==> src/rtl/qalu_pkg.sv <==
// Shared definitions for the queue calculator ALU: opcodes, queue commands
// and the sequencer state encoding.
package qalu_pkg;

    // Opcodes (bit 3 set marks an upstream error / no-op)
    localparam logic [3:0] OP_PUSH = 4'b0000;
    localparam logic [3:0] OP_POP  = 4'b0001;
    localparam logic [3:0] OP_ADD  = 4'b0010;
    localparam logic [3:0] OP_MUL  = 4'b0011;
    localparam logic [3:0] OP_SUB  = 4'b0100;
    localparam logic [3:0] OP_DIV  = 4'b0101;
    localparam logic [3:0] OP_REM  = 4'b0110;

    // Commands handed to the queue controller
    localparam logic [1:0] Q_PUSH         = 2'b00;
    localparam logic [1:0] Q_SLEEP        = 2'b01;
    localparam logic [1:0] Q_GET_AND_PUSH = 2'b10;
    localparam logic [1:0] Q_POP          = 2'b11;

    // Sequencer states: IDLE accepts work, DIV waits for the divider
    typedef enum logic {
        IDLE = 1'b0,
        DIV  = 1'b1
    } state_t;

endpackage

==> src/rtl/qalu_divider.sv <==
// Restoring unsigned divider. One quotient bit per cycle; the first bit is
// produced on the start edge so that done rises STEPS-1 cycles after start
// and quotient/remainder are stable while done is high.
module qalu_divider #(
    parameter int W     = 8,
    parameter int STEPS = W
) (
    input  logic         clk,
    input  logic         rst,
    input  logic         start,
    input  logic [W-1:0] dividend,
    input  logic [W-1:0] divisor,
    output logic         done,
    output logic [W-1:0] quotient,
    output logic [W-1:0] remainder
);

    localparam int CW = $clog2(STEPS + 1);

    logic [W-1:0]  rem_r;
    logic [W-1:0]  quo_r;
    logic [W-1:0]  dvs_r;
    logic [CW-1:0] cnt_r;
    logic          run_r;
    logic          done_r;

    logic [W-1:0]  src_rem_s;
    logic [W-1:0]  src_quo_s;
    logic [W-1:0]  src_dvs_s;
    logic [W:0]    trial_s;
    logic          fits_s;
    logic [W-1:0]  next_rem_s;
    logic [W-1:0]  next_quo_s;

    // One restoring step: shift in the next dividend bit, subtract if it fits
    always_comb begin
        if (start) begin
            src_rem_s = {W{1'b0}};
            src_quo_s = dividend;
            src_dvs_s = divisor;
        end else begin
            src_rem_s = rem_r;
            src_quo_s = quo_r;
            src_dvs_s = dvs_r;
        end
        trial_s    = {src_rem_s, src_quo_s[W-1]} - {1'b0, src_dvs_s};
        fits_s     = ~trial_s[W];
        next_rem_s = fits_s ? trial_s[W-1:0] : {src_rem_s[W-2:0], src_quo_s[W-1]};
        next_quo_s = {src_quo_s[W-2:0], fits_s};
    end

    // Iteration registers, step counter and done pulse
    always_ff @(posedge clk or posedge rst) begin
        if (rst) begin
            rem_r  <= {W{1'b0}};
            quo_r  <= {W{1'b0}};
            dvs_r  <= {W{1'b0}};
            cnt_r  <= {CW{1'b0}};
            run_r  <= 1'b0;
            done_r <= 1'b0;
        end else if (start) begin
            rem_r  <= next_rem_s;
            quo_r  <= next_quo_s;
            dvs_r  <= divisor;
            cnt_r  <= CW'(1);
            run_r  <= 1'b1;
            done_r <= 1'b0;
        end else if (run_r) begin
            rem_r <= next_rem_s;
            quo_r <= next_quo_s;
            if (cnt_r == CW'(STEPS - 1)) begin
                run_r  <= 1'b0;
                done_r <= 1'b1;
            end else begin
                cnt_r  <= cnt_r + CW'(1);
                done_r <= 1'b0;
            end
        end else begin
            done_r <= 1'b0;
        end
    end

    assign done      = done_r;
    assign quotient  = quo_r;
    assign remainder = rem_r;

endmodule

==> src/rtl/queue_alu_seq.sv <==
// Sequential ALU for the queue calculator. One operation per valid/ready
// handshake; single-cycle ops answer on the next cycle, DIV/REM go through
// the iterative divider. Define QALU_SAT_EN to make ADD/MUL/SUB saturate
// instead of wrapping.
module queue_alu_seq
    import qalu_pkg::*;
#(
    parameter int W         = 8,
    parameter int DIV_STEPS = W   // must equal W: one quotient bit per step
) (
    input  logic           clk,
    input  logic           rst,
    input  logic           in_valid,
    output logic           in_ready,
    input  logic [3:0]     opcode,
    input  logic [2*W-1:0] operands,
    input  logic [W-1:0]   push_val,
    output logic           out_valid,
    input  logic           out_ready,
    output logic [W-1:0]   result,
    output logic [1:0]     queue_op,
    output logic           has_calc_err,
    output logic           busy
);

    // Arithmetic helpers; the saturating variants clamp instead of wrapping
`ifdef QALU_SAT_EN
    function automatic logic [W-1:0] add_op(input logic [W-1:0] x, input logic [W-1:0] y);
        logic [W:0] s;
        s = {1'b0, x} + {1'b0, y};
        return s[W] ? {W{1'b1}} : s[W-1:0];
    endfunction

    function automatic logic [W-1:0] sub_op(input logic [W-1:0] minuend, input logic [W-1:0] subtrahend);
        logic [W:0] d;
        d = {1'b0, minuend} - {1'b0, subtrahend};
        return d[W] ? {W{1'b0}} : d[W-1:0];
    endfunction

    function automatic logic [W-1:0] mul_op(input logic [W-1:0] x, input logic [W-1:0] y);
        logic [2*W-1:0] p;
        p = {{W{1'b0}}, x} * {{W{1'b0}}, y};
        return (|p[2*W-1:W]) ? {W{1'b1}} : p[W-1:0];
    endfunction
`else
    function automatic logic [W-1:0] add_op(input logic [W-1:0] x, input logic [W-1:0] y);
        return x + y;
    endfunction

    function automatic logic [W-1:0] sub_op(input logic [W-1:0] minuend, input logic [W-1:0] subtrahend);
        return minuend - subtrahend;
    endfunction

    function automatic logic [W-1:0] mul_op(input logic [W-1:0] x, input logic [W-1:0] y);
        return x * y;
    endfunction
`endif

    state_t        state_r;
    state_t        state_next_s;
    logic          is_rem_r;

    logic [W-1:0]  a_s;
    logic [W-1:0]  b_s;
    logic          accept_s;
    logic          is_divrem_s;
    logic          start_div_s;
    logic          load_calc_s;
    logic          load_div_s;

    logic          div_done_s;
    logic [W-1:0]  div_quo_s;
    logic [W-1:0]  div_rem_s;

    logic [W-1:0]  calc_result_s;
    logic [1:0]    calc_qop_s;
    logic          calc_err_s;

    assign a_s         = operands[2*W-1:W];
    assign b_s         = operands[W-1:0];
    assign in_ready    = (state_r == IDLE) && (!out_valid || out_ready);
    assign accept_s    = in_valid && in_ready;
    assign is_divrem_s = (opcode == OP_DIV) || (opcode == OP_REM);
    assign start_div_s = accept_s && is_divrem_s && (a_s != {W{1'b0}});
    assign load_calc_s = accept_s && !start_div_s;
    assign load_div_s  = (state_r == DIV) && div_done_s;
    assign busy        = (state_r == DIV);

    qalu_divider #(
        .W     (W),
        .STEPS (DIV_STEPS)
    ) u_div (
        .clk       (clk),
        .rst       (rst),
        .start     (start_div_s),
        .dividend  (b_s),
        .divisor   (a_s),
        .done      (div_done_s),
        .quotient  (div_quo_s),
        .remainder (div_rem_s)
    );

    // Next-state logic: leave IDLE only for a real divide, return on done
    always_comb begin
        state_next_s = state_r;
        case (state_r)
            IDLE: begin
                if (start_div_s) begin
                    state_next_s = DIV;
                end else begin
                    state_next_s = IDLE;
                end
            end
            DIV: begin
                if (div_done_s) begin
                    state_next_s = IDLE;
                end else begin
                    state_next_s = DIV;
                end
            end
            default: state_next_s = IDLE;
        endcase
    end

    // State register and DIV/REM selector captured at divider start
    always_ff @(posedge clk or posedge rst) begin
        if (rst) begin
            state_r  <= IDLE;
            is_rem_r <= 1'b0;
        end else begin
            state_r <= state_next_s;
            if (start_div_s) begin
                is_rem_r <= (opcode == OP_REM);
            end
        end
    end

    // Single-cycle datapath; DIV/REM reach here only with a zero divisor
    always_comb begin
        calc_result_s = {W{1'b0}};
        calc_qop_s    = Q_SLEEP;
        calc_err_s    = 1'b0;
        if (opcode[3]) begin
            calc_result_s = {W{1'b0}};
            calc_qop_s    = Q_SLEEP;
            calc_err_s    = 1'b0;
        end else begin
            case (opcode)
                OP_PUSH: begin
                    calc_result_s = push_val;
                    calc_qop_s    = Q_PUSH;
                end
                OP_POP: begin
                    calc_qop_s = Q_POP;
                end
                OP_ADD: begin
                    calc_result_s = add_op(a_s, b_s);
                    calc_qop_s    = Q_GET_AND_PUSH;
                end
                OP_MUL: begin
                    calc_result_s = mul_op(a_s, b_s);
                    calc_qop_s    = Q_GET_AND_PUSH;
                end
                OP_SUB: begin
                    calc_result_s = sub_op(b_s, a_s);
                    calc_qop_s    = Q_GET_AND_PUSH;
                end
                OP_DIV, OP_REM: begin
                    calc_qop_s = Q_SLEEP;
                    calc_err_s = 1'b1;
                end
                default: begin
                    calc_qop_s = Q_SLEEP;
                    calc_err_s = 1'b1;
                end
            endcase
        end
    end

    // Output register: load on a result, drop valid once consumed
    always_ff @(posedge clk or posedge rst) begin
        if (rst) begin
            out_valid    <= 1'b0;
            result       <= {W{1'b0}};
            queue_op     <= Q_SLEEP;
            has_calc_err <= 1'b0;
        end else if (load_calc_s) begin
            out_valid    <= 1'b1;
            result       <= calc_result_s;
            queue_op     <= calc_qop_s;
            has_calc_err <= calc_err_s;
        end else if (load_div_s) begin
            out_valid    <= 1'b1;
            result       <= is_rem_r ? div_rem_s : div_quo_s;
            queue_op     <= Q_GET_AND_PUSH;
            has_calc_err <= 1'b0;
        end else if (out_valid && out_ready) begin
            out_valid <= 1'b0;
        end
    end

endmodule

==> config.mk <==
export PLATFORM = sky130hd
export DESIGN_NAME = queue_alu_seq
export DESIGN_NICKNAME = d
export VERILOG_FILES = /design/src/rtl/qalu_pkg.sv /design/src/rtl/qalu_divider.sv /design/src/rtl/queue_alu_seq.sv
export SDC_FILE = /design/constraint.sdc
export NUM_CORES = 1
export LEC_CHECK = 0
export CAP_MARGIN = 40
export CORE_ASPECT_RATIO = 1.2
export CORE_MARGIN = 8
export CORE_UTILIZATION = 59
export CTS_BUF_LIST = sky130_fd_sc_hd__clkbuf_16
export CTS_CLUSTER_SIZE = 14
export DETAILED_ROUTE_END_ITERATION = 8
export DONT_BUFFER_PORTS = 1
export PLACE_DENSITY_LB_ADDON = 0.1
export SLEW_MARGIN = 0
export SYNTH_ARGS = -nofsm -noshare
export SYNTH_HDL_FRONTEND = slang
export SYNTH_HIERARCHICAL = 1
export SYNTH_SLANG_ARGS = --single-unit
==> constraint.sdc <==
create_clock -name clk -period 3.45 [get_ports clk]
set_clock_uncertainty 0.1 [all_clocks]
set_input_delay 0.345 -clock clk [delete_from_list [all_inputs] [get_ports clk]]
set_output_delay 0.345 -clock clk [all_outputs]
set_load 0.05 [all_outputs]
; After elaboration in Yosys (flattened, before gate mapping)
; Index checks and enable logic that the tools add are counted.
[totals]
word_cells = 82
n_memories = 0
mem_bits_rw = 0
latchBits = 0
rom_bits = 0
in_bits = 32
output_inout_bits = 14
register_bits = 44
[op_classes]
magnitude_cmp = 0
n_mul = 1
div_mod_pow = 0
bitwise = 2
n_reduce_logical = 19
shifts = 0
muxes = 36
eq_ne = 8
addsub = 4
[op_table]
columns = cell, n
row1 = two-way mux 8 bit, 12
row2 = case mux 8 bit (4 select lines), 1
row3 = "equality test 4 x 3 -> 1 bit, second input constant", 4
row4 = two-way mux 1 bit, 15
row5 = two-way mux 4 bit, 3
row6 = subtractor 9 x 8 -> 9 bit, 1
row7 = adder 8 bit, 1
row8 = "equality test 4 x 2 -> 1 bit, second input constant", 2
row9 = multiplier 8 x 8 -> 8 bit, 1
row10 = nonzero test 8 bit, 1
row11 = subtractor 8 bit, 1
row12 = logical AND 1 bit, 7
row13 = two-way mux 2 bit, 3
row14 = case mux 2 bit (3 select lines), 1
row15 = OR reduction 5 bit, 1
row16 = "adder 4 x 1 -> 4 bit, second input constant", 1
row17 = "equality test 4 x 1 -> 1 bit, second input constant", 1
row18 = zero test 4 bit, 1
row19 = nonzero test 2 bit, 2
row20 = nonzero test 3 bit, 1
row21 = OR reduction 3 bit, 1
row22 = zero test 1 bit, 2
row23 = logical OR 1 bit, 2
row24 = "!= test 2 bit, second input constant", 1
row25 = 3 further kinds, 4

; Depth between registers and ports, before layout
; Gate-level depths: netlist of run 1.
[depth]
ltp_word = 11
ltp_mapped = 17
depth_no_buf = 15

; Modules after synthesis
; The synthesis of run 1 kept the hierarchy.
[by_module_without_submodules]
columns = module, cells_each, instances, area_per_inst_um2
row1 = queue_alu_seq, 276, 1, 2324.7
row2 = qalu_divider, 169, 1, 1740.4

; Worst setup path after synthesis of run 1
; No wires, ideal clock.
[synth_timing]
kind = input to register
start = input port operands[10]
end = register result[7]
stages = 15
t_arrival_ns = 4.055
path_slack_ns = -0.788
path_cell_list = clkbuf_1 > nand2_1 > fa_1 > fa_1 > inv_1 > fa_1 > inv_1 > fa_1 > inv_1 > ha_1 > a21oi_1 > xnor3_1 > xnor3_1 > nand2b_1 > a41oi_2
[synth_via]
elab_chain_cells = 5
word_cells_on_any_way = 11
classes_between = add/sub (2) / mul (1) / mux (3) / reduce/logical (5)
[synth_lines]
columns = item, line_no
row1 = from (decl), queue_alu_seq.sv:16  ; input logic [2*W-1:0] operands,
row2 = "parallel branches: the longest is 5 deep, another holds multiplier 8 x 8 -> 8 bit", n/a
row3 = to (signal assigned), queue_alu_seq.sv:184  ; result <= {W{1'b0}};
row4 = to (signal assigned), queue_alu_seq.sv:189  ; result <= calc_result_s;
row5 = to (signal assigned), queue_alu_seq.sv:194  ; result <= is_rem_r ? div_rem_s : div_quo_s;
row6 = to (decl), queue_alu_seq.sv:20  ; output logic [W-1:0] result,
; Parallel ways; which one is timed is not known.
; A chain may end at the register's enable or synchronous reset.

; Final worst setup path of run 1
[layout_timing]
start = register state_r (netlist: busy)
end = register u_div.rem_r[4] (netlist: u_div/remainder[4])
[layout_via]
elab_chain_cells = 10
word_cells_on_any_way = 13
classes_between = add/sub (1) / mux (6) / bitwise (1) / reduce/logical (5)
[layout_lines]
columns = item, line_no
row1 = from (decl), queue_alu_seq.sv:59  ; state_t state_r;
row2 = from (signal assigned), queue_alu_seq.sv:131  ; state_r <= state_next_s;
row3 = inverter 1 bit *, queue_alu_seq.sv:81  ; assign in_ready = (state_r == IDLE) && (!out_valid || out_ready);
row4 = logical AND 1 bit *, queue_alu_seq.sv:81
row5 = logical AND 1 bit *, queue_alu_seq.sv:82  ; assign accept_s = in_valid && in_ready;
row6 = logical AND 1 bit * (2 in series), queue_alu_seq.sv:84  ; assign start_div_s = accept_s && is_divrem_s && (a_s != {W{1'b0}});
row7 = net start_div_s, queue_alu_seq.sv:67  ; logic start_div_s;
row8 = "two-way mux 8 bit, on equally long branches", n/a
row9 = subtractor 9 x 8 -> 9 bit, qalu_divider.sv:46  ; trial_s = {src_rem_s, src_quo_s[W-1]} - {1'b0, src_dvs_s};
row10 = two-way mux 8 bit, qalu_divider.sv:48  ; next_rem_s = fits_s ? trial_s[W-1:0] : {src_rem_s[W-2:0], src_quo_s[W-1]};
row11 = two-way mux 8 bit, qalu_divider.sv:68  ; end else if (run_r) begin
row12 = two-way mux 8 bit, qalu_divider.sv:61  ; end else if (start) begin
row13 = to (signal assigned), qalu_divider.sv:55  ; rem_r <= {W{1'b0}};
row14 = to (signal assigned), qalu_divider.sv:62  ; rem_r <= next_rem_s;
row15 = to (signal assigned), qalu_divider.sv:69  ; rem_r <= next_rem_s;
row16 = to (decl), qalu_divider.sv:20  ; logic [W-1:0] rem_r;
; The timed path passes the listed nets; every way through them passes the cells marked *. The select of a mux whose other input is x is not followed.

==> key figures, run 1 <==
Clocking
  • Clock-pin slew on the worst setup and hold paths: 0.06 ns
  • CTS Buf Count: 5
  • Worst skew pair latency: around 0.29 ns
  • CTS tree: yes
  • CTS Buffer Depth: 2
  • H-tree depth reported by CTS: 2
  • Clock tree root buffer cell: clkbuf_16
  • CTS Sinks: 44

GRT
  • Global-route wire length before repair: 16200 µm
  • All-layer global routing usage: 0.207
  • Initial antenna violation count: 0
  • Largest net degree at the start of global routing: 32
  • Total gr overflow: 0
  • Vias in the first global route: 3244

Hold path
  • Hold Path Class: input pin to register
  • HP Start: operands[0]

Route
  • Routed wire length: about 10000 µm
  • Via Count: 3241
  • Initial DRT Pass Iterations: 4
  • Drc violations: 0
  • Post-DR wirelength/cell: roughly 18 µm
  • Drt initial violations: between 150 and 200
  • Final ANT Viol Nets: 0
  • Via density per instance: about 5.7

Synth
  • Most used DFF post-synth: dfrtp_1
  • Yosys warns: 6
  • Seq/Total Area, Yosys: 0.271
  • Post-synth EDFFs: 0
  • Synth Area per Inst: about 9.1 µm²
  • Syn Std Cell Area: roughly 0.004 mm²
  • Synth unique cells: 58
  • Post-synthesis cell count: around 450
  • Syn Nets: between 500 and 600
  • Post-synth ARST share: 1.00
  • Yosys reg bits: between 40 and 50

Layout
  • Commonest non-fill, non-tap cells in the layout: nand2_1 (44), dfrtp_1 (42), inv_1 (37), buf_4 (37), nor2_1 (31)
  • Final instance area: 0.00480 mm²
  • Area of the multi-input gates: around 0.0029 mm²
  • Register area: 0.00110 mm²
  • # fillers: between 500 and 600
  • Post-route non-filler standard cell count: approximately 570
  • Antenna Cells: 0
  • Area grow syn2layout: 18.1%
  • Post-layout nets: about 560
  • Share of layout cells above drive strength 1: 0.206
  • Commonest non-fill, non-tap cell in the layout: nand2_1

Worst setup path
  • Worst setup EP type: register
  • Worst EP arrival: roughly 3.5 ns
  • Worst Path Max Fanout: 8
  • CP max stage delay: about 0.53 ns
  • Worst R2R Start: busy
  • Crit path from: busy
  • Cell Chain, Critical Path: nor3b_4 -> and3_4 -> mux2i_4 -> ha_4 -> inv_2 -> fa_2 -> a211oi_2 -> nor2_2 -> a41oi_4 -> xor2_4 -> buf_12 -> a2bb2oi_2 -> o22ai_1
  • Critical path required time: approximately 3.5 ns
  • Worst R2R Path Depth: 13
  • Reg2reg setup slack: 0.04 ns
  • FF-to-FF End: u_div/remainder[4]
  • Setup CP Type: register to register
  • Max stage delay cell, worst path: dfrtp_2
  • Crit start category: register
  • Worst setup path endpoint: u_div/remainder[4]

Placement
  • HPWL Detailed: between 7000 and 8000 µm
  • Area after DPL: 0.00444 mm²
  • Final GP Congestion: 0.822
  • Number of I/O port buffers: 0
  • Placed insts: between 500 and 600
  • Worst setup slack after placement: -0.364 ns

Power
  • Clock power share: 0.123
  • Internal power: approximately 2.4 mW
  • Max VDD drop: around 0.00086 V
  • Pwr Total: about 4.3 mW
  • Reg power frac: 0.287
  • Comb pwr share: 0.590
  • Lkg Pwr: ~2.2 nW
  • Psw: around 1.9 mW
  • Switch share: 0.431
  • PwrDens: between 800 and 900 mW/mm²

STA
  • Tmin final: roughly 3.4 ns
  • Total negative setup slack: 0 ns
  • Hold Fails Final Rpt: 0
  • Finish-stage setup viols: 0
  • Final Max Tran Viols: 0
  • Slew HR: 0.506
  • Period utilization: 0.988
  • RSZ-0062 raised after global routing: yes
  • Max Clk Rate: 293 MHz
  • Tightest Pin Transition: roughly 0.74 ns
  • Final worst slack: between 0.03 and 0.04 ns

Die
  • Die height: between 100 and 150 µm
  • Initial Util: 0.600
  • Num rows: 33
  • Top Ports: 46
  • Die width: between 90 and 100 µm
  • Die ar.: just under 0.01 mm²
  • Core area: about 0.0068 mm²

Outcome
  • Status: complete, no violations

Run
  • Maxcap violations: 0
-- repair_timing --
action,4_1_cts,5_1_grt
setup buffers,0,5
setup endpoints to repair,10,10
hold endpoints to repair,22,0
pin swaps,3,12
hold buffers,1,0
resized for setup,6,24
-- worst max-delay path: cells and delay by family, from the launching register on --
kind            cells  cell delay, ns
compound gates      4            0.71
simple gates        3            0.68
flops               1            0.53
fa+ha+maj           2            0.50
xor+xnor            1            0.29
mux                 1            0.28
buf+inv             2            0.19
-- routing by layer --
| layer | part of all wire | vias to the layer above | track usage |
|---|---|---|---|
| met2 | 0.53 | 81 | 0.385 |
| li1 | - | 1596 | - |
| met1 | 0.39 | 1544 | 0.228 |
| met4 | 0.026 | 0 | 0.0750 |
| met3 | 0.052 | 20 | 0.0412 |
| met5 | 0 | - | 0 |
-- cell usage after synthesis (2+ instances only) --
cell / number / area share
a211oi_1: 5 / 0.0092
a21o_1: 7 / 0.013
a21oi_1: 17 / 0.021
a221o_1: 2 / 0.0049
a221oi_1: 2 / 0.0043
a222oi_1: 3 / 0.0074
a22oi_1: 2 / 0.0037
a2bb2oi_1: 3 / 0.0065
a31oi_1: 2 / 0.0031
and2_1: 14 / 0.022
and3_1: 6 / 0.0092
buf_6: 2 / 0.0055
clkbuf_1: 11 / 0.010
dfrtp_1: 43 / 0.26
fa_1: 14 / 0.069
ha_1: 34 / 0.10
inv_1: 41 / 0.038
mux2i_1: 29 / 0.071
nand2_1: 46 / 0.042
nand2b_1: 5 / 0.0077
nand3_1: 5 / 0.0062
nor2_1: 32 / 0.030
nor2b_1: 14 / 0.022
nor3_1: 7 / 0.0086
nor3b_1: 2 / 0.0037
nor4_1: 2 / 0.0031
o21a_1: 7 / 0.013
o21ai_0: 17 / 0.021
o21ai_1: 2 / 0.0025
o21ai_2: 4 / 0.0086
o22ai_1: 2 / 0.0031
o31a_1: 2 / 0.0043
or3_1: 5 / 0.0077
xnor2_1: 20 / 0.043
xnor3_1: 2 / 0.011
xor2_1: 12 / 0.026
-- flip-flops by register name, indices dropped and copies added (netlist names) --
register,count
u_div/cnt_r,4
u_div/remainder,8
u_div/quotient,8
u_div/done,1
queue_op,2
busy,1
out_valid,1
u_div/dvs_r,8
u_div/run_r,1
has_calc_err,1
result,8
is_rem_r,1
-- worst min path at each step --
stage / endpoint / slack (ns) / cells past startpoint
final: u_div/quotient[1] / 0.09 / 2
after floorplan: busy / 0.13 / 1
after global placement: busy / 0.21 / 1
after detailed placement: u_div/done / 0.17 / 1
after global routing: u_div/quotient[1] / 0.09 / 2
after CTS: u_div/quotient[1] / 0.09 / 2
-- power by group through the flow --
stage	logic [mW]	clock network, mW	registers, mW
after floorplan	1.68	0	1.15
after global placement	2.16	0	1.22
after detailed placement	2.24	0	1.23
after CTS	2.27	0.538	1.22
after global routing	2.80	0.556	1.26
final	2.53	0.528	1.23
-- stage by stage --
stage               hold WS [ns]  utilization
global route              0.0929        0.709
detailed placement         0.168        0.656
global placement           0.206        0.649
floorplan                  0.134            -
CTS                       0.0854        0.684
finish                    0.0920        0.709
-- final cells by class --
cell class,count,area share
Clock buffer,5,0.0261
Sequential cell,44,0.230
Tap cell,87,0.0227
Multi-Input combinational cell,343,0.600
Timing Repair Buffer,44,0.0797
Inverter,41,0.0328
Clock inverter,3,0.00886
-- logic make-up after synthesis --
family          Yosys count  share of synthesized area
mux                      31                     0.0769
xor+xnor                 35                     0.0868
simple gates            142                      0.171
buf+inv                  58                     0.0619
flops                    44                      0.271
fa+ha+maj                48                      0.174
compound gates           87                      0.159
Power figures use the tool's default switching activity.
==> inputs of run 2 (changes only) <==
- PLACE_DENSITY: unset -> 0.75
- PLACE_DENSITY_LB_ADDON: 0.1 -> unset
==> key figures, run 2 (synthesis results as in run 1) <==
Outcome
  • Status: complete, no violations

Clocking
  • Clock tree root buffer cell: clkbuf_16
  • H-tree depth reported by CTS: 2 (unchanged)
  • Worst skew pair latency: 0.29 ns (about the same)
  • CTS Buf Count: 5 (unchanged)
  • CTS tree: yes
  • CTS Sinks: 44 (unchanged)
  • CTS Buffer Depth: 2 (unchanged)
  • Clock-pin slew on the worst setup and hold paths: 0.06 ns (about the same)

Placement
  • HPWL Detailed: 7660 µm (-3.4%)
  • Number of I/O port buffers: 0 (unchanged)
  • Final GP Congestion: 0.859 (+4.5%)

Die
  • Die ar.: 0.00981 mm² (unchanged)
  • Num rows: 33 (unchanged)
  • Core area: 0.00677 mm² (unchanged)
  • Die width: 91.8 µm (unchanged)
  • Initial Util: 0.600 (unchanged)
  • Top Ports: 46 (unchanged)
  • Die height: 107 µm (unchanged)

Power
  • Lkg Pwr: 2.16 nW (-1.4%)
  • Max VDD drop: 0.000871 V (+1.7%)
  • PwrDens: 865 mW/mm² (-3.2%)
  • Pwr Total: 4.08 mW (-4.8%)

STA
  • Tightest Pin Transition: 0.747 ns (+0.00531 ns)
  • RSZ-0062 raised after global routing: yes
  • Period utilization: 0.996 (+0.00730)
  • Total negative setup slack: 0 ns (unchanged)
  • Tmin final: 3.44 ns (+0.0252 ns)
  • Max Clk Rate: 291 MHz (-0.73%)
  • Final Max Tran Viols: 0 (unchanged)
  • Finish-stage setup viols: 0 (unchanged)
  • Slew HR: 0.502 (-0.00354)
  • Hold Fails Final Rpt: 0 (unchanged)

Layout
  • Area grow syn2layout: 16.2%
  • Post-layout nets: 558 (-0.18%)
  • Antenna Cells: 0 (unchanged)
  • # fillers: 500 (-5.8%)
  • Core Util, Final: 0.697 (-0.0118)
  • Commonest non-fill, non-tap cell in the layout: nand2_1
  • Commonest non-fill, non-tap cells in the layout: nand2_1 (45), dfrtp_1 (42), inv_1 (37), buf_4 (37), nor2_1 (32)
  • Share of layout cells above drive strength 1: 0.188 (-0.0184)

Worst setup path
  • Worst setup EP type: register
  • Worst Path Max Fanout: 7 (-1)
  • Setup CP Type: register to register
  • Worst EP arrival: 3.49 ns (+0.02 ns)
  • Crit start category: register
  • Critical path required time: 3.51 ns (about the same)

GRT
  • Initial antenna violation count: 0 (unchanged)
  • Largest net degree at the start of global routing: 32 (unchanged)
  • Vias in the first global route: 3344 (+3.1%)
  • Total gr overflow: 0 (unchanged)
  • All-layer global routing usage: 0.204 (-0.00328)
  • Global-route wire length before repair: 16200 µm (+0.30%)

Run
  • Maxcap violations: 0 (unchanged)

Route
  • Drc violations: 0 (unchanged)
  • Via Count: 3309 (+2.1%)
  • Drt initial violations: 241 (+32%)
  • Post-DR wirelength/cell: 17.5 µm (-0.71%)
  • Initial DRT Pass Iterations: 4 (unchanged)
  • Routed wire length: 9890 µm (-0.88%)
  • Final ANT Viol Nets: 0 (unchanged)
  • Via density per instance: 5.85 (+2.3%)

Hold path
  • Hold Path Class: input pin to register
[run 2: repair_timing]
item                                    4_1_cts  5_1_grt
endpoints found under the setup margin        9       10
resized for setup                             7       14
hold buffers                                  1        0
endpoints found under the hold margin        26        0
buffers inserted                              0        1
pin swaps                                     4       12
[run 2: through the flow]
stage,instance area (µm²),hold slack (ns),worst slack (ns),std cells
2_1_floorplan,4160,0.134,-0.310,445
3_3_place_gp,4410,0.205,-0.302,552
3_5_place_dp,4470,0.202,-0.380,556
4_1_cts,4640,0.0847,0.000876,565
5_1_grt,4720,0.0970,-0.130,566
6_report,4720,0.0906,0.0145,566
[run 2: final cells by class]
cell class	instances	area (µm²)	share of cell area
clock buffers	5	125	0.0265
repair buffers	43	354	0.0750
clock inverters	3	18.8	0.00397
well taps	87	109	0.0231
inverters	41	154	0.0326
flip-flops and latches	44	1100	0.234
multi-input cells	343	2860	0.605
[run 2: worst paths after layout]
| check | from | end | slack, ns | depth (start not counted) |
|---|---|---|---|---|
| max | busy | u_div/remainder[7] | 0.01 | 13 |
| min | operands[6] | u_div/quotient[7] | 0.09 | 2 |
| max reg2reg | busy | u_div/remainder[7] | 0.01 | 13 |
| min reg2reg | u_div/quotient[0] | u_div/quotient[0] | 0.41 | 2 |
| max in group asynchronous | rst | u_div/dvs_r[0] | 2.25 | 3 |
| min in group asynchronous | rst | result[1] | 0.46 | 2 |
[run 2: routing by layer]
layer  vias up  global-route usage  wire length (µm)  part of all wire
met4         0              0.0900               309             0.031
met1      1599               0.245              4080              0.41
met2        89               0.353              5050              0.51
met5         -                   0                 0                 0
li1       1597                   -                 -                 -
met3        24              0.0342               446             0.045
[run 2: where the power goes]
part | switching, mW | total (mW) | internal [mW]
combinational | 1.15 | 2.39 | 1.24
sequential | 0.470 | 1.23 | 0.763
clock | 0.196 | 0.461 | 0.265
[run 2: critical path, cell delays in order (launching register included)]
cell	delay, ns
dfrtp_2	0.53
nor3b_2	0.21
buf_4	0.13
and3_4	0.26
mux2i_4	0.27
ha_4	0.15
inv_2	0.04
fa_2	0.36
a211oi_2	0.21
nor2_2	0.09
a41oi_4	0.29
xor2_4	0.28
nor3b_1	0.09
a221o_1	0.29
